`src/rtl/logic_seq_pkg.sv`:
```
// Shared op codes, FSM state encoding and counter sizing for the sequential logic unit.
package logic_seq_pkg;

  localparam logic [2:0] OP_AND    = 3'b000;
  localparam logic [2:0] OP_OR     = 3'b001;
  localparam logic [2:0] OP_XOR    = 3'b010;
  localparam logic [2:0] OP_NOR    = 3'b011;
  localparam logic [2:0] OP_NAND   = 3'b100;
  localparam logic [2:0] OP_XNOR   = 3'b101;
  localparam logic [2:0] OP_ANDN   = 3'b110;
  localparam logic [2:0] OP_PASS_A = 3'b111;

  typedef enum logic [1:0] {
    ST_IDLE = 2'd0,
    ST_BUSY = 2'd1,
    ST_DONE = 2'd2
  } state_e;

  // Slice counter needs at least one bit even when there is a single slice.
  function automatic int unsigned cnt_width(input int unsigned nslice);
    return (nslice > 1) ? $clog2(nslice) : 1;
  endfunction

endpackage

```
`src/rtl/logic_slice.sv`:
```
// Combinational SLICE-bit bitwise logic cell; all eight op codes are defined.
module logic_slice
  import logic_seq_pkg::*;
#(
  parameter int unsigned SLICE = 8
) (
  input  logic [SLICE-1:0] a,
  input  logic [SLICE-1:0] b,
  input  logic [2:0]       op,
  output logic [SLICE-1:0] res
);

  always_comb begin
    res = '0;
    unique case (op)
      OP_AND:    res = a & b;
      OP_OR:     res = a | b;
      OP_XOR:    res = a ^ b;
      OP_NOR:    res = ~(a | b);
      OP_NAND:   res = ~(a & b);
      OP_XNOR:   res = ~(a ^ b);
      OP_ANDN:   res = a & ~b;
      OP_PASS_A: res = a;
    endcase
  end

endmodule

```
`src/rtl/logic_seq_unit.sv`:
```
// Handshaked bitwise logic unit evaluating SLICE bits per cycle, LSB slice first.
// Optional zero/parity result flags are enabled with the LOGIC_SEQ_FLAGS_EN macro.
module logic_seq_unit
  import logic_seq_pkg::*;
#(
  parameter int unsigned WIDTH = 32,
  parameter int unsigned SLICE = 8
) (
  input  logic             clk,
  input  logic             rst_n,
  input  logic             in_valid,
  output logic             in_ready,
  input  logic [WIDTH-1:0] in_a,
  input  logic [WIDTH-1:0] in_b,
  input  logic [2:0]       in_op,
  output logic             out_valid,
  input  logic             out_ready,
`ifdef LOGIC_SEQ_FLAGS_EN
  output logic             out_zero,
  output logic             out_parity,
`endif
  output logic [WIDTH-1:0] out_data
);

  localparam int unsigned NSLICE = WIDTH / SLICE;
  localparam int unsigned CW     = cnt_width(NSLICE);

  state_e           state_q, state_d;
  logic [CW-1:0]    cnt_q;
  logic [WIDTH-1:0] a_q, b_q, data_q;
  logic [2:0]       op_q;
  logic [SLICE-1:0] a_sl, b_sl, res_sl;
  logic             accept, last;
  int unsigned      base;

  assign in_ready  = (state_q == ST_IDLE) && rst_n;
  assign out_valid = (state_q == ST_DONE);
  assign out_data  = data_q;
  assign accept    = in_valid && in_ready;
  assign last      = (cnt_q == CW'(NSLICE - 1));

  always_comb begin
    base = 32'(cnt_q) * SLICE;
    a_sl = a_q[base +: SLICE];
    b_sl = b_q[base +: SLICE];
  end

  logic_slice #(
    .SLICE (SLICE)
  ) u_slice (
    .a   (a_sl),
    .b   (b_sl),
    .op  (op_q),
    .res (res_sl)
  );

  always_comb begin
    state_d = state_q;
    unique case (state_q)
      ST_IDLE: if (accept) state_d = ST_BUSY;
      ST_BUSY: if (last) state_d = ST_DONE;
      ST_DONE: if (out_ready) state_d = ST_IDLE;
      default: state_d = ST_IDLE;
    endcase
  end

  always_ff @(posedge clk) begin
    if (!rst_n) begin
      state_q <= ST_IDLE;
      cnt_q   <= '0;
      a_q     <= '0;
      b_q     <= '0;
      op_q    <= '0;
      data_q  <= '0;
    end else begin
      state_q <= state_d;
      if (accept) begin
        a_q   <= in_a;
        b_q   <= in_b;
        op_q  <= in_op;
        cnt_q <= '0;
      end else if (state_q == ST_BUSY) begin
        data_q[base +: SLICE] <= res_sl;
        cnt_q                 <= last ? '0 : cnt_q + CW'(1);
      end
    end
  end

`ifdef LOGIC_SEQ_FLAGS_EN
  logic zero_q, parity_q;

  assign out_zero   = zero_q;
  assign out_parity = parity_q;

  // Flags fold in one slice per BUSY cycle, so they settle together with the result.
  always_ff @(posedge clk) begin
    if (!rst_n) begin
      zero_q   <= 1'b0;
      parity_q <= 1'b0;
    end else if (accept) begin
      zero_q   <= 1'b1;
      parity_q <= 1'b0;
    end else if (state_q == ST_BUSY) begin
      zero_q   <= zero_q & ~(|res_sl);
      parity_q <= parity_q ^ (^res_sl);
    end
  end
`endif

endmodule

```
`config.mk`:
```
export PLATFORM = sky130hd
export DESIGN_NAME = logic_seq_unit
export DESIGN_NICKNAME = d
export VERILOG_FILES = /design/src/rtl/logic_seq_pkg.sv /design/src/rtl/logic_slice.sv /design/src/rtl/logic_seq_unit.sv
export SDC_FILE = /design/constraint.sdc
export NUM_CORES = 1
export LEC_CHECK = 0
export CORE_MARGIN = 1
export CORE_UTILIZATION = 45
export CTS_CLUSTER_SIZE = 28
export DETAILED_ROUTE_END_ITERATION = 7
export GPL_TIMING_DRIVEN = 1
export PLACE_DENSITY = 0.71
export SLEW_MARGIN = 15
export SYNTH_ARGS = -nofsm -noshare
export SYNTH_HDL_FRONTEND = slang
export SYNTH_SLANG_ARGS = --single-unit
export TNS_END_PERCENT = 5
```
`constraint.sdc`:
```
create_clock -name clk -period 2.9 [get_ports clk]
set_input_delay 0.29 -clock clk [delete_from_list [all_inputs] [get_ports clk]]
set_output_delay 0.29 -clock clk [all_outputs]
set_load 0.03 [all_outputs]
```
# Word level (Yosys, flattened, before mapping)
# Index checks and enable logic that the tools add are counted.
# word_totals
wordCells	49
output_inout_bits	34
ff_bits	103
# classes
n_addsub	2
shift	4
n_eq_ne	13
n_bitwise	10
n_mux	7
reduce_logical	7
# op_table
op	count
one-hot mux 8 bit (8 select lines)	1
variable part select 32 x 6 -> 8 bit	2
negation 5 -> 34 bit	1
variable shift 8 x 34 -> 32 bit, first input constant	1
variable part select 8 x 34 -> 32 bit	1
bitwise mux 32 bit	1
inverter 8 bit	4
bitwise AND 8 bit	2
equality test 3 bit, second input constant	4
two-way mux 2 bit	4
bitwise OR 8 bit	1
bitwise XOR 8 bit	1
equality test 3 x 2 -> 1 bit, second input constant	2
one-hot mux 2 bit (3 select lines)	1
equality test 2 bit, second input constant	2
inequality test 2 bit, second input constant	2
equality test 3 x 1 -> 1 bit, second input constant	1
zero test 3 bit	1
AND reduction 3 bit	1
adder 2 x 1 -> 2 bit, second input constant	1
equality test 2 x 1 -> 1 bit, second input constant	1
logical AND 1 bit	2
zero test 2 bit	1
inequality test 2 x 1 -> 1 bit, second input constant	1
3 further kinds	4

# Logic depth before layout (Yosys ltp)
# logic_depth
ltp_word	6
mapped_depth	12
ltp_nobuf	9

# By module
# Synthesis repeated with hierarchy kept, for this count alone.
# unflattened
hier_cells	539
hier_area_um2	5215.0
# by_module_without_submodules
module	area_each_um2	n_inst	cells_per_inst	seq_area_each_um2
logic_seq_unit	4265.3	1	433	2062.0
logic_slice	949.7	1	106	0.0

# Worst setup path after synthesis
# Ideal clock, no wire load.
# synth_timing
kind	reg2reg
start	register cnt_q[0]
end	register data_q[0], in the netlist out_data[0]
n_path_buf	3
period_less_slack_ns	2.539
path_stages_with_launch	11
slack_ns	0.361
arrival_ns	2.411
cell_sequence	dfxtp_1 buf_6 buf_6 buf_4 mux4_2 inv_1 ha_1 nor2b_1 o221ai_2 o41ai_4 o21ai_1
# synth_between
elab_chain_len	6
# synth_lines
element	line_no	source
start, declared	logic_seq_unit.sv:29	logic [CW-1:0] cnt_q;
start signal, assigned	logic_seq_unit.sv:84	cnt_q <= last ? '0 : cnt_q + CW'(1);
variable part select 32 x 6 -> 8 bit (on tied branches)	logic_seq_unit.sv:45, logic_seq_unit.sv:44	
inverter 8 bit (tied with other cells)	logic_slice.sv:22	OP_ANDN: res = a & ~b;
bitwise AND 8 bit (tied with other cells)	logic_slice.sv:22	
one-hot mux 8 bit (8 select lines)	logic_slice.sv:15	unique case (op)
variable part select 8 x 34 -> 32 bit	logic_seq_unit.sv:83	data_q[base +: SLICE] <= res_sl;
bitwise mux 32 bit (*)	logic_seq_unit.sv:83	
end signal, assigned by index	logic_seq_unit.sv:83	
end, declared	logic_seq_unit.sv:30	logic [WIDTH-1:0] a_q, b_q, data_q;
# Every way passes the cells marked *; elsewhere a longest branch is shown, timed or not.
# A chain may end at the register's enable or synchronous reset.

# Worst setup path in the final report
# layout_timing
start	register cnt_q[0]
end	register data_q[4], in the netlist out_data[4]
# Same word-level chain as after synthesis.

==> impl.org <==
** Outcome
- Outcome :: completed

** Drt
- In the routed design, unresolved DRC markers number 0.
- Post-route antenna net violation count :: 0
- The first TritonRoute pass finished after 5 iterations.
- The routed design has 13700 um of wire.
- In the final routed layout, each cell accounts on average for 15.43 um.
- Initial detailed-routing violation count :: 297
- Using the TritonRoute via totals, the vias-per-cell ratio works out to 5.325.
- The final route contains 4729 vias.

** Power and ir drop
- In this run, flip-flops and latches consume 45.1% of the power.
- Max IR drop VDD :: 0.7195 mV
- For this design the static power due to leakage is 2.515 nW.
- Of the total power, the clock network draws 37.1%.
- Net switching is 26.80% of the power.
- Total net switching power :: 0.0009280 W
- Internal power comes to 0.002535 W.
- Proportion of power drawn by combinational gates :: 17.8%
- Total power density per cell area :: 509.1 nW/um^2

** STA
- Summed negative setup slack over all endpoints :: 0 ps
- The final-report max-slew violation count is 0.
- Unrepaired setup endpoints after global routing :: false
- The final number of hold-violating endpoints is 0.
- The routed design could run at a clock period as short as 2724 ps.
- Relative slew slack :: 45.64%
- Peak clock frequency supported by timing :: 367.1 MHz
- Final Cycle Share :: 93.92%
- Setup violations remaining at the end of the flow were counted as 0.
- After layout, the worst setup slack is 176.2 ps.
- For the pin with the worst max-slew slack, the measured transition is 813.7 ps.
- On the final layout, the worst clock skew is 6.742 ps.

** Cells and area
- Antenna fix cells :: 0
- Relative area change from synthesis to final layout :: 28.18%
- For this run, the share of the core covered by cells in the final layout is 59.31%.
- The post-route netlist has 8.725% of its cells at a drive strength greater than 1.
- In the final layout, the multi-input gates occupy 2957 um^2.
- In the layout the commonest cells are 201 x sky130_fd_sc_hd__nand2_1, 103 x sky130_fd_sc_hd__clkdlybuf4s50_1, 102 x sky130_fd_sc_hd__dfxtp_1.
- Leading cell type in the layout, fill and taps excluded :: sky130_fd_sc_hd__nand2_1
- Register area :: 2066 um^2
- The filler cells instantiated in the layout total 1024.
- In the final design database the tool counted 842 nets.

** Placement
- Half-perimeter wire length after placement :: 10170 um
- Pre-CTS worst setup slack :: 104.1 ps
- Port buffering added 104 buffers.
- Routability congestion estimate from global placement :: 0.8511

** Global route
- Total global-route track usage :: 22.88%
- Number of antenna violations at the first check in global routing :: 0
- Global routing finished with a remaining overflow of 0.
- The first global-routing pass estimated 22430 um of wire.
- The number of global-route vias before repair is 4581.
- Entering global routing, the biggest net connects 135 pins.

** Logic synthesis
- Counting flops with a built-in enable in the synthesized netlist gives 0.
- The number of different library cells used by synthesis comes to 59.
- Netlist area before placement :: 5306 um^2
- After synthesis, flip-flops and latches occupy 38.86% of the total area.
- After synthesis the netlist holds a flip-flop and latch count of 103.
- During synthesis, Yosys emitted a total of 0 warnings.
- The largest total area in the synthesized netlist belongs to sky130_fd_sc_hd__dfxtp_1.
- In the synthesized netlist the dominant register cell turns out to be sky130_fd_sc_hd__dfxtp_1.
- In the post-synthesis netlist, the biggest area contributors are sky130_fd_sc_hd__dfxtp_1 39%, sky130_fd_sc_hd__nand2_1 14%, sky130_fd_sc_hd__ha_1 7.1%, sky130_fd_sc_hd__o21ai_0 6.2%, sky130_fd_sc_hd__mux4_2 3.4%.
- In the synthesized netlist, the number of instances is 647.
- For this run, asynchronously set or reset flops after synthesis account for 0%.
- Fraction of synthesized cell area taken by the top area cell type :: 38.86%
- Total nets after synthesis :: 748
- Dividing the synthesized area by the synthesized cell count gives 8.201 um^2.

** CTS
- Bufs on Longest Clock Path :: 2
- Worst-path clk slew :: 70 ps
- Maximum level of the CTS H-tree :: 3
- Quantity of hold-fixing buffers added after cts :: 0
- CTS Root Buffer Type :: sky130_fd_sc_hd__clkbuf_16
- Number of buffers added by the clock tree synthesis step :: 9
- Clock network latency to the later pin of the worst-skew pair :: 350 ps
- TritonCTS built the clock tree.
- Num Clock Sinks :: 103

** Die
- Die Span Y :: 110.6 um
- The die covers 12230 um^2.
- Once the floorplan was initialized, standard cells occupied 46.27% of the core.
- Site Rows :: 39
- The core region is 11470 um^2.
- Width of the chip :: 110.6 um
- IO Pins :: 105

** Worst setup path
- Crit Path Class :: reg -> reg
- The slowest stage of the critical path belongs to the cell sky130_fd_sc_hd__dfxtp_4.
- Traced cell by cell, the critical path runs through buf_4 > mux2i_1 > nand2_1 > o21ai_0 > inv_1 > ha_1 > or2_1 > a311oi_1 > nor4_2 > o21ai_1.
- For this run, the slowest stage of the critical path takes 560 ps.
- The worst setup path is captured at a flop.
- Worst Path Max Fanout :: 18
- Data on the critical path is required at its endpoint by 3170 ps.
- STA classifies the critical path startpoint as a flop.
- At the worst endpoint, the arrival time is 2990 ps.

** Flow run
- The tool flagged a number of max-cap violations equal to 0.

** Hold path
- The worst hold path belongs to the class in -> reg.
==> power by group through the flow <==
stage	clock, W	sequential [W]	combinational (W)
global route	0.00137	0.00157	0.000680
finish	0.00128	0.00156	0.000616
global placement	0	0.00159	0.000597
floorplan	0	0.00157	0.000400
detailed placement	0	0.00159	0.000611
CTS	0.00130	0.00156	0.000615
==> worst paths after layout <==
path	from	to	slack, ps	cells after the start
setup / recovery	cnt_q[0]	out_data[4]	180	10
hold / removal	rst_n	state_q[1]	240	2
setup reg to reg	cnt_q[0]	out_data[4]	180	10
hold reg to reg	out_data[7]	out_data[7]	450	2
==> sequential cells by signal (all words and copies together), names as in the netlist <==
signal    flops
b_q          32
cnt_q         2
a_q          32
out_data     32
state_q       2
op_q          3
==> per-stage QoR <==
stage	std cells	total power [W]	cell area, um^2	hold slack (ps)
final	888	0.003463	6802	236.5
after global routing	888	0.003619	6802	247.1
after global placement	873	0.002187	6487	437.3
after floorplan	647	0.001971	5306	398.6
after CTS	888	0.003475	6799	230.4
after detailed placement	873	0.002205	6487	439.4
==> layer usage <==
metal	vias to the layer above	track usage (%)	part of all wire, %
met5	-	0	0
met4	0	9.689	2.7
met3	23	4.775	5.6
met2	149	38.55	47
met1	2152	28.23	45
li1	2405	-	-
==> logic make-up after synthesis <==
| group | count (synthesis) | synth area share, % |
|---|---|---|
| simple gates | 253 | 20.49 |
| compound gates | 167 | 20.11 |
| flops | 103 | 38.86 |
| buf+inv | 64 | 5.565 |
| fa+ha+maj | 30 | 7.074 |
| mux | 27 | 7.404 |
| xor+xnor | 3 | 0.4953 |
==> final cells by class <==
class                   instances  area share [%]
flip-flops and latches        103           30.37
repair buffers                125           17.73
well taps                     143           2.631
clock inverters                 5           1.214
inverters                      22           1.214
multi-input cells             480           43.47
clock buffers                  10           3.366
==> synth_stat cells, drive strengths merged (2+ instances only) <==
library cell / number
o22ai: 5
a22oi: 9
nand3: 2
clkbuf: 17
nor2: 8
nand4: 2
or3: 3
inv: 20
buf: 25
a21oi: 7
o21ai: 99
nand2: 201
a311oi: 4
mux4: 8
nor3: 2
a211oi: 2
mux2: 5
nor4: 2
o211ai: 2
o21a: 6
o31ai: 5
mux2i: 14
o41ai: 2
o211a: 2
a21boi: 5
a32oi: 4
xnor2: 2
o32ai: 3
clkinv: 2
o221ai: 5
nand3b: 3
ha: 30
or2: 6
dfxtp: 103
nand4b: 2
o31a: 3
nand2b: 9
nor2b: 9
==> worst max-delay path: cells and delay by family, from the launching register on <==
family | cells | cell delay [ps]
AOI/OAI and AO/OA | 3 | 680
adders and majority gates | 1 | 200
buffers and inverters | 2 | 320
DFF | 1 | 560
muxes | 1 | 420
and+or+nand+nor | 3 | 440
==> repair_timing <==
action                     4_1_cts  5_1_grt
setup endpoints to repair        0       26
buffers inserted                 0        0
resized for setup                0        1
Power figures use the tool's default switching activity.
